$ cat config.mk
export PLATFORM = sky130hd
export DESIGN_NAME = sr_bank_driver
export DESIGN_NICKNAME = d
export VERILOG_FILES = /design/src/rtl/sr_pkg.sv /design/src/rtl/sr_drv_cnt.sv /design/src/rtl/sr_bank_driver.sv
export SDC_FILE = /design/constraint.sdc
export NUM_CORES = 1
export LEC_CHECK = 0
export ABC_AREA = 1
export CAP_MARGIN = 5
export CORE_ASPECT_RATIO = 2
export CORE_UTILIZATION = 45
export DETAILED_ROUTE_END_ITERATION = 10
export GPL_TIMING_DRIVEN = 0
export HOLD_SLACK_MARGIN = 0.05
export PLACE_DENSITY = 0.84
export SKIP_LAST_GASP = 1
export SYNTH_ARGS = -nofsm -noshare
export SYNTH_HDL_FRONTEND = slang
export SYNTH_SLANG_ARGS = --single-unit
$ cat constraint.sdc
create_clock -name clk -period 3.53 [get_ports clk]
set_input_delay 0.353 -clock clk [delete_from_list [all_inputs] [get_ports clk]]
set_output_delay 0.353 -clock clk [all_outputs]
set_load 0.1 [all_outputs]
$ cat src/rtl/sr_pkg.sv
// Shared types for the SR bank driver: FSM state encoding and per-bit SR command codes.
package sr_pkg;

  typedef enum logic [1:0] {
    IDLE   = 2'd0,
    PULSE  = 2'd1,
    SETTLE = 2'd2,
    DONE   = 2'd3
  } state_t;

  // {s, r} command codes for one flop
  localparam logic [1:0] SR_HOLD = 2'b00;
  localparam logic [1:0] SR_RST  = 2'b01;
  localparam logic [1:0] SR_SET  = 2'b10;
  localparam logic [1:0] SR_BAD  = 2'b11;

  // Never yields SR_BAD: a differing bit is either set or reset, never both.
  function automatic logic [1:0] sr_code(input logic tgt_bit, input logic diff_bit);
    if (!diff_bit) return SR_HOLD;
    return tgt_bit ? SR_SET : SR_RST;
  endfunction

endpackage

$ cat src/rtl/sr_drv_cnt.sv
// Loadable down-counter with a zero flag; saturates at zero so it can never wrap.
module sr_drv_cnt #(
  parameter int W = 2
) (
  input  logic         clk,
  input  logic         rst_n,
  input  logic         load,
  input  logic [W-1:0] load_val,
  input  logic         dec,
  output logic         zero
);

  logic [W-1:0] cnt;

  always_ff @(posedge clk or negedge rst_n) begin
    if (!rst_n) begin
      cnt <= '0;
    end else if (load) begin
      cnt <= load_val;
    end else if (dec && (cnt != '0)) begin
      cnt <= cnt - 1'b1;
    end
  end

  assign zero = (cnt == '0);

endmodule

$ cat src/rtl/sr_bank_driver.sv
// Drives a bank of SR flops toward a requested word with set/reset pulses, then
// waits for the q feedback to match or a timeout to expire, and reports the outcome.
module sr_bank_driver
  import sr_pkg::*;
#(
  parameter int WIDTH        = 8,
  parameter int PULSE_CYCLES = 1,
  parameter int TIMEOUT      = 4
) (
  input  logic             clk,
  input  logic             rst_n,
  input  logic             abort,
  input  logic             tgt_valid,
  input  logic [WIDTH-1:0] tgt_data,
  output logic             tgt_ready,
  input  logic [WIDTH-1:0] q_fb,
  output logic [WIDTH-1:0] s,
  output logic [WIDTH-1:0] r,
  output logic             busy,
  output logic             done,
  output logic             err,
  output logic [WIDTH-1:0] mismatch
);

  localparam int PW = $clog2(PULSE_CYCLES + 1);
  localparam int TW = $clog2(TIMEOUT + 1);
  localparam logic [PW-1:0] P_LOAD = PW'(PULSE_CYCLES - 1);
  localparam logic [TW-1:0] T_LOAD = TW'(TIMEOUT - 1);

  state_t           state_reg, state_next;
  logic [WIDTH-1:0] tgt_reg;
  logic [WIDTH-1:0] diff, s_load, r_load;
  logic             accept, match, timeout;
  logic             p_load, p_dec, p_zero;
  logic             t_load, t_dec, t_zero;

  assign diff    = tgt_data ^ q_fb;
  assign accept  = tgt_valid & tgt_ready;
  assign match   = (q_fb == tgt_reg);
  assign timeout = ~match & t_zero;

  genvar gi;
  generate
    for (gi = 0; gi < WIDTH; gi++) begin : g_code
      assign {s_load[gi], r_load[gi]} = sr_code(tgt_data[gi], diff[gi]);
    end
  endgenerate

  // Pulse counter runs PULSE_CYCLES-1 .. 0; settle counter runs TIMEOUT-1 .. 0.
  assign p_load = accept;
  assign p_dec  = (state_reg == PULSE);
  assign t_load = (state_reg == PULSE) & p_zero;
  assign t_dec  = (state_reg == SETTLE);

  sr_drv_cnt #(.W(PW)) u_pcnt (
    .clk      (clk),
    .rst_n    (rst_n),
    .load     (p_load),
    .load_val (P_LOAD),
    .dec      (p_dec),
    .zero     (p_zero)
  );

  sr_drv_cnt #(.W(TW)) u_tcnt (
    .clk      (clk),
    .rst_n    (rst_n),
    .load     (t_load),
    .load_val (T_LOAD),
    .dec      (t_dec),
    .zero     (t_zero)
  );

  always_ff @(posedge clk or negedge rst_n) begin
    if (!rst_n) begin
      state_reg <= IDLE;
    end else begin
      state_reg <= state_next;
    end
  end

  always_comb begin
    state_next = state_reg;
    case (state_reg)
      IDLE: begin
        if (accept) state_next = (diff == '0) ? DONE : PULSE;
      end
      PULSE: begin
        if (abort)       state_next = IDLE;
        else if (p_zero) state_next = SETTLE;
      end
      SETTLE: begin
        if (abort)                  state_next = IDLE;
        else if (match || timeout)  state_next = DONE;
      end
      DONE: state_next = IDLE;
      default: state_next = IDLE;
    endcase
  end

  always_comb begin
    tgt_ready = 1'b0;
    busy      = 1'b1;
    done      = 1'b0;
    case (state_reg)
      IDLE: begin
        tgt_ready = ~abort;
        busy      = 1'b0;
      end
      DONE:    done = 1'b1;
      default: ;
    endcase
  end

  // s/r are loaded only from disjoint masks and cleared on every exit from PULSE.
  always_ff @(posedge clk or negedge rst_n) begin
    if (!rst_n) begin
      s        <= '0;
      r        <= '0;
      tgt_reg  <= '0;
      err      <= 1'b0;
      mismatch <= '0;
    end else begin
      case (state_reg)
        IDLE: begin
          if (accept) begin
            tgt_reg  <= tgt_data;
            s        <= s_load;
            r        <= r_load;
            err      <= 1'b0;
            mismatch <= '0;
          end
        end
        PULSE: begin
          if (abort || p_zero) begin
            s <= '0;
            r <= '0;
          end
        end
        SETTLE: begin
          if (!abort && timeout) begin
            err      <= 1'b1;
            mismatch <= q_fb ^ tgt_reg;
          end
        end
        default: ;
      endcase
    end
  end

endmodule

==> results of run 1 <==
cells by family (layout without fill, tap and decap cells):
logic type,Yosys count,after routing
simple gates,129,129
buf+inv,45,99
flops,39,39
compound gates,29,29
fa+ha+maj,18,18
metal layers:
layer	GRT usage	routed length (um)	vias to the layer above
li1	-	-	919
met1	0.203	1670	837
met2	0.383	2550	40
met3	0.0398	151	12
met4	0.105	142	0
met5	0	0	-
cell usage after synthesis:
library cell  count  share of area
nor2_2            2         0.0059
nor2_1            7          0.012
ha_1             18           0.11
o21ai_1          16          0.038
nand3b_1          1         0.0035
buf_4             2         0.0070
nand2_1          93           0.16
dfrtp_1          39           0.46
o21ai_0           9          0.021
o211ai_1          1         0.0035
or2_2             1         0.0029
nor2_8            1         0.0094
buf_6             4          0.021
inv_6             1         0.0041
nor2_4            1         0.0053
clkbuf_1          1         0.0018
nand4_1           8          0.023
inv_2             2         0.0035
o21ai_2           1         0.0041
nand2_4           1         0.0053
o22ai_1           1         0.0029
nand3_1          10          0.023
nand2_2           4          0.012
a21oi_1           1         0.0023
inv_1            35          0.062
metrics by stage:
step | total power, mW | instances | cell area, um2 | utilization
finish | 2.12 | 369 | 2760 | 0.599
floorplan | 1.55 | 260 | 2130 | -
detailed placement | 1.83 | 362 | 2670 | 0.580
global route | 2.26 | 369 | 2760 | 0.599
CTS | 2.14 | 369 | 2760 | 0.599
global placement | 1.81 | 362 | 2670 | 0.581
critical path: cells and delay by family, from the launching register on:
| family | cells | cell delay (ns) |
|---|---|---|
| flops | 1 | 0.37 |
| buf+inv | 4 | 1.76 |
| simple gates | 1 | 0.11 |
how the worst max path moves through the flow:
stage	from	slack (ns)	cells after the start	endpoint
2_1_floorplan	state_reg[0]	1.48	9	r[1]
3_3_place_gp	state_reg[1]	0.97	5	done
3_5_place_dp	state_reg[1]	0.95	5	done
4_1_cts	state_reg[1]	0.63	5	done
5_1_grt	state_reg[1]	0.51	5	done
6_report	state_reg[1]	0.64	5	done
final cells by class:
class | count | area [um2] | area share
plain buffers | 7 | 63.8 | 0.0232
multi-input cells | 176 | 947 | 0.344
clock inverters | 1 | 5.00 | 0.00182
repair buffers | 47 | 465 | 0.169
clock buffers | 6 | 82.6 | 0.0300
well taps | 55 | 68.8 | 0.0250
flip-flops and latches | 39 | 976 | 0.354
inverters | 38 | 148 | 0.0536
power breakdown:
part / internal, mW / switching [mW] / total (mW) / leakage [nW]
clock: 0.153 / 0.147 / 0.300 / 0.0470
sequential: 0.573 / 0.0780 / 0.651 / 0.517
combinational: 0.303 / 0.868 / 1.17 / 0.950
total: 1.03 / 1.09 / 2.12 / 1.52
==> flow_summary_export.csv, run 1 <==
group,metric,value,unit
power,static-leakage-power,1.52,nW
yosys,synth-simple-area-share,0.267,
critical_path,reg2reg_depth,9,
critical_path,crit_path_max_fanout,10,
routing,num_vias,1808,
yosys,ys_types,25,
routing,drc,0,
yosys,syn_avg_cell_area,8.21,um2
yosys,yosys_warnings,0,
clocking,cts_buffers,5,
yosys,synth.ff_latch_count,39,
place,place_worst_setup_slack,0.949,ns
timing,min_period,2.89,ns
finish,layout_commonest_cell,"nand2_1",
critical_path,crit_chain,"buf_4 -> clkbuf_1 -> nand2_1 -> inv_1 -> clkdlybuf4s50_1",
timing,finalCritPeriodShare,0.818,
timing,setup_viol,0,
routing,vias_per_cell,4.90,
yosys,synth-xor-area-share,0,
status,outcome,"complete, no violations",
place,numPortBuffers,47,
finish,antenna_cells,0,
clocking,cts_tree,"done",
floorplanning,die_area,5040,um2
grt,grt_pass1_wl,7690,um
yosys,syn_inst,260,
finish,fillerInstances,423,
clocking,clock-root-buffer,"clkbuf_8",
timing,fin_ws,0.643,ns
timing,fmax,0.346,GHz
critical_path,timing.rr.end,"s[6]",
critical_path,reg2reg_slack,2.04,ns
critical_path,start_kind,"register",
critical_path,slowest_delay,1.12,ns
grt,grt_pass1_vias,1817,
clocking,cts.sinks,39,
timing,rsz0062_at_grt,"no",
floorplanning,initial_utilization,0.464,
yosys,synth_top_family_by_area,"simple AND/OR/NAND/NOR gates",
critical_path,crit_arrival,2.53,ns
finish,nNetsFinal,352,
grt,overflow,0,
yosys,synthMuxAreaShare,0,
clocking,clk_pin_slew,0.07,ns
timing,slew_viol_final,0,
grt,grt_use_total,0.204,
power,irDropWorstVdd,0.000639,V
yosys,synth-compound-area-share,0.0715,
clocking,clock_path_buffers,2,
clocking,cts_setup_buffers,0,
floorplanning,ioPinCount,48,
routing,ant_nets,0,
clocking,cts_hold_buf,0,
yosys,netlist_area,2130,um2
routing,routedWlPerCell,12.2,um
timing,max_slew_margin,0.348,
critical_path,cp.required,3.18,ns
grt,antenna_found_initial,0,
routing,drt-total-wl,4510,um
routing,drt_iter0_markers,44,
routing,first_pass_iters,4,
timing,skew,0.00369,ns
critical_path,end_kind,"output pin",
floorplanning,die_h,99.4,um
critical_path,r2r_start,"state_reg[0]",
yosys,synthesis.nets,298,
floorplanning,num_rows,35,
run,maxCapViolCount,0,
place,gp_congestion,0.872,
timing,fin_worst_hold_slack,0.168,ns
timing,finalSetupTns,0,ns
timing,worst_pin_slew,0.975,ns
floorplanning,die_w,50.7,um
timing,hold_viol,0,
worst_hold_path,hp-class,"input port to async pin",
yosys,yosysSeqAreaShare,0.457,
clocking,clkLatencyLatePin,0.29,ns
power,power_density,770,nW/um2
place,dpl.hpwl,3680,um
critical_path,cp_slowest_cell,"clkdlybuf4s50_1",
clocking,htreeDepth,2,
yosys,yosys.area_share.adder,0.106,
grt,grt_max_degree,40,
finish,synthToLayoutAreaGrowth,29.1,%
floorplanning,coreArea,4600,um2
critical_path,path_class,"register to output pin",
clocking,ctsResizeCount,0,
finish,layout_common_cells,"nand2_1 (93), clkdlybuf4s50_1 (46), dfrtp_1 (39), inv_1 (35), ha_1 (18)",
finish,layout-drive-gt1-share,0.0892,
Power figures use the tool's default switching activity.
==> run 2: changes to the inputs <==
- PLACE_DENSITY: 0.84 -> 0.87
- clock period: 3.53 -> 2.5 ns (I/O delays scaled with it)
==> run 2 against run 1 <==
Net effect: setup slack got worse by 0.42 ns; sequential power increased by 43%; first-iteration DRC count is 16% higher; final cell count is 0.27% higher; clock skew rose by 0.0031 ns; combinational power increased by 44%; flip-flop and latch count unchanged; non-clock buffer count did not move; largest power group unchanged; highest routed layer unchanged.
==> flow_summary_export.csv, run 2 (synthesis results as in run 1) <==
group,metric,value,unit
status,outcome,"complete, no violations",
critical_path,crit_path_max_fanout,4,
routing,routedWlPerCell,13.2,um
grt,grt_max_degree,40,
floorplanning,die_h,99.4,um
routing,vias_per_cell,4.98,
grt,overflow,0,
timing,fmax,0.438,GHz
grt,antenna_found_initial,0,
floorplanning,die_area,5040,um2
clocking,cts_buffers,5,
power,total_power,3.14,mW
clocking,clock-root-buffer,"clkbuf_8",
timing,worst_pin_slew,0.971,ns
critical_path,reg2reg_slack,0.98,ns
floorplanning,num_rows,35,
timing,finalCritPeriodShare,0.913,
timing,skew,0.00676,ns
finish,layout_common_cells,"nand2_1 (93), clkdlybuf4s50_1 (44), dfrtp_1 (39), inv_1 (35), ha_1 (18)",
floorplanning,coreArea,4600,um2
floorplanning,initial_utilization,0.464,
grt,grt_use_total,0.220,
timing,hold_viol,0,
clocking,clkLatencyLatePin,0.29,ns
place,postPlaceCellArea,2670,um2
grt,grt_pass1_wl,8270,um
critical_path,path_class,"register to output pin",
critical_path,startpoint,"state_reg[0]",
routing,first_pass_iters,4,
finish,nNetsFinal,352,
clocking,cts_tree,"done",
place,dpl.hpwl,3770,um
finish,antenna_cells,0,
critical_path,r2r_start,"tgt_reg[7]",
clocking,clock_path_buffers,2,
timing,finalSetupTns,0,ns
grt,grt_pass1_vias,1924,
run,maxCapViolCount,0,
timing,min_period,2.28,ns
power,static-leakage-power,1.54,nW
timing,setup_viol,0,
routing,drt_iter0_markers,51,
place,numPortBuffers,47,
routing,ant_nets,0,
timing,slew_viol_final,0,
worst_hold_path,hp-class,"input port to async pin",
critical_path,cp.required,2.25,ns
timing,rsz0062_at_grt,"no",
place,gp_congestion,0.813,
routing,drt-total-wl,4880,um
place,place_worst_setup_slack,0.0191,ns
critical_path,crit_arrival,2.03,ns
floorplanning,ioPinCount,48,
timing,fin_ws,0.219,ns
power,power_density,1130,nW/um2
power,irDropWorstVdd,0.000750,V
clocking,clk_pin_slew,0.07,ns
routing,drc,0,
critical_path,reg2reg_depth,10,
finish,layout_commonest_cell,"nand2_1",
clocking,htreeDepth,2,
critical_path,timing.rr.end,"mismatch[7]",
timing,max_slew_margin,0.351,
finish,layout-drive-gt1-share,0.0952,
critical_path,end_kind,"output pin",
floorplanning,die_w,50.7,um
finish,synthToLayoutAreaGrowth,30.4,%
critical_path,start_kind,"register",
clocking,cts.sinks,39,
clocking,cts_hold_buf,0,
finish,post-route-cell-area,2780,um2
routing,num_vias,1842,
## run 2: worst max-delay path by stage
stage	endpoint	slack (ns)	cells past startpoint
floorplan	r[1]	0.45	9
global placement	done	0.04	5
detailed placement	done	0.02	5
CTS	done	0.01	5
global route	busy	0.18	3
finish	busy	0.22	3
## run 2: final cells by class
type	count	area, um2
multi-input combinational	176	947
buffer	7	63.8
fill	400	1810
clock inverter	2	35.0
timing repair buffer	47	463
sequential	39	976
clock buffer	6	82.6
tap	55	68.8
inverter	38	148
## run 2: repair_timing
| item | 4_1_cts | 5_1_grt |
|---|---|---|
| endpoints found under the setup margin | 1 | 2 |
| buffers inserted | 0 | 0 |
| gates resized for setup | 2 | 2 |
| gates cloned | 0 | 0 |
## run 2: where the power goes
part           switching, mW  total [mW]  internal [mW]
Clock                  0.214       0.537          0.323
Sequential             0.121       0.929          0.808
Combinational           1.25        1.68          0.426
Total                   1.58        3.14           1.56
## run 2: through the flow
stage | std cells | util | hold WS (ns)
floorplan | 260 | - | -0.0456
global placement | 362 | 0.581 | 0.461
detailed placement | 362 | 0.580 | 0.404
CTS | 370 | 0.606 | 0.0857
global route | 370 | 0.605 | 0.122
finish | 370 | 0.605 | 0.0577
## run 2: routing by layer
layer | part of all wire | vias up | global-route usage
li1 | - | 923 | -
met1 | 0.37 | 849 | 0.218
met2 | 0.56 | 52 | 0.414
met3 | 0.034 | 18 | 0.0413
met4 | 0.030 | 0 | 0.113
met5 | 0 | - | 0
## run 2: worst max-delay path, stage by stage, from the launching register on
cell and delay (ns):
dfrtp_1 0.42, nor2_2 0.08, inv_2 0.09, clkdlybuf4s50_1 1.14
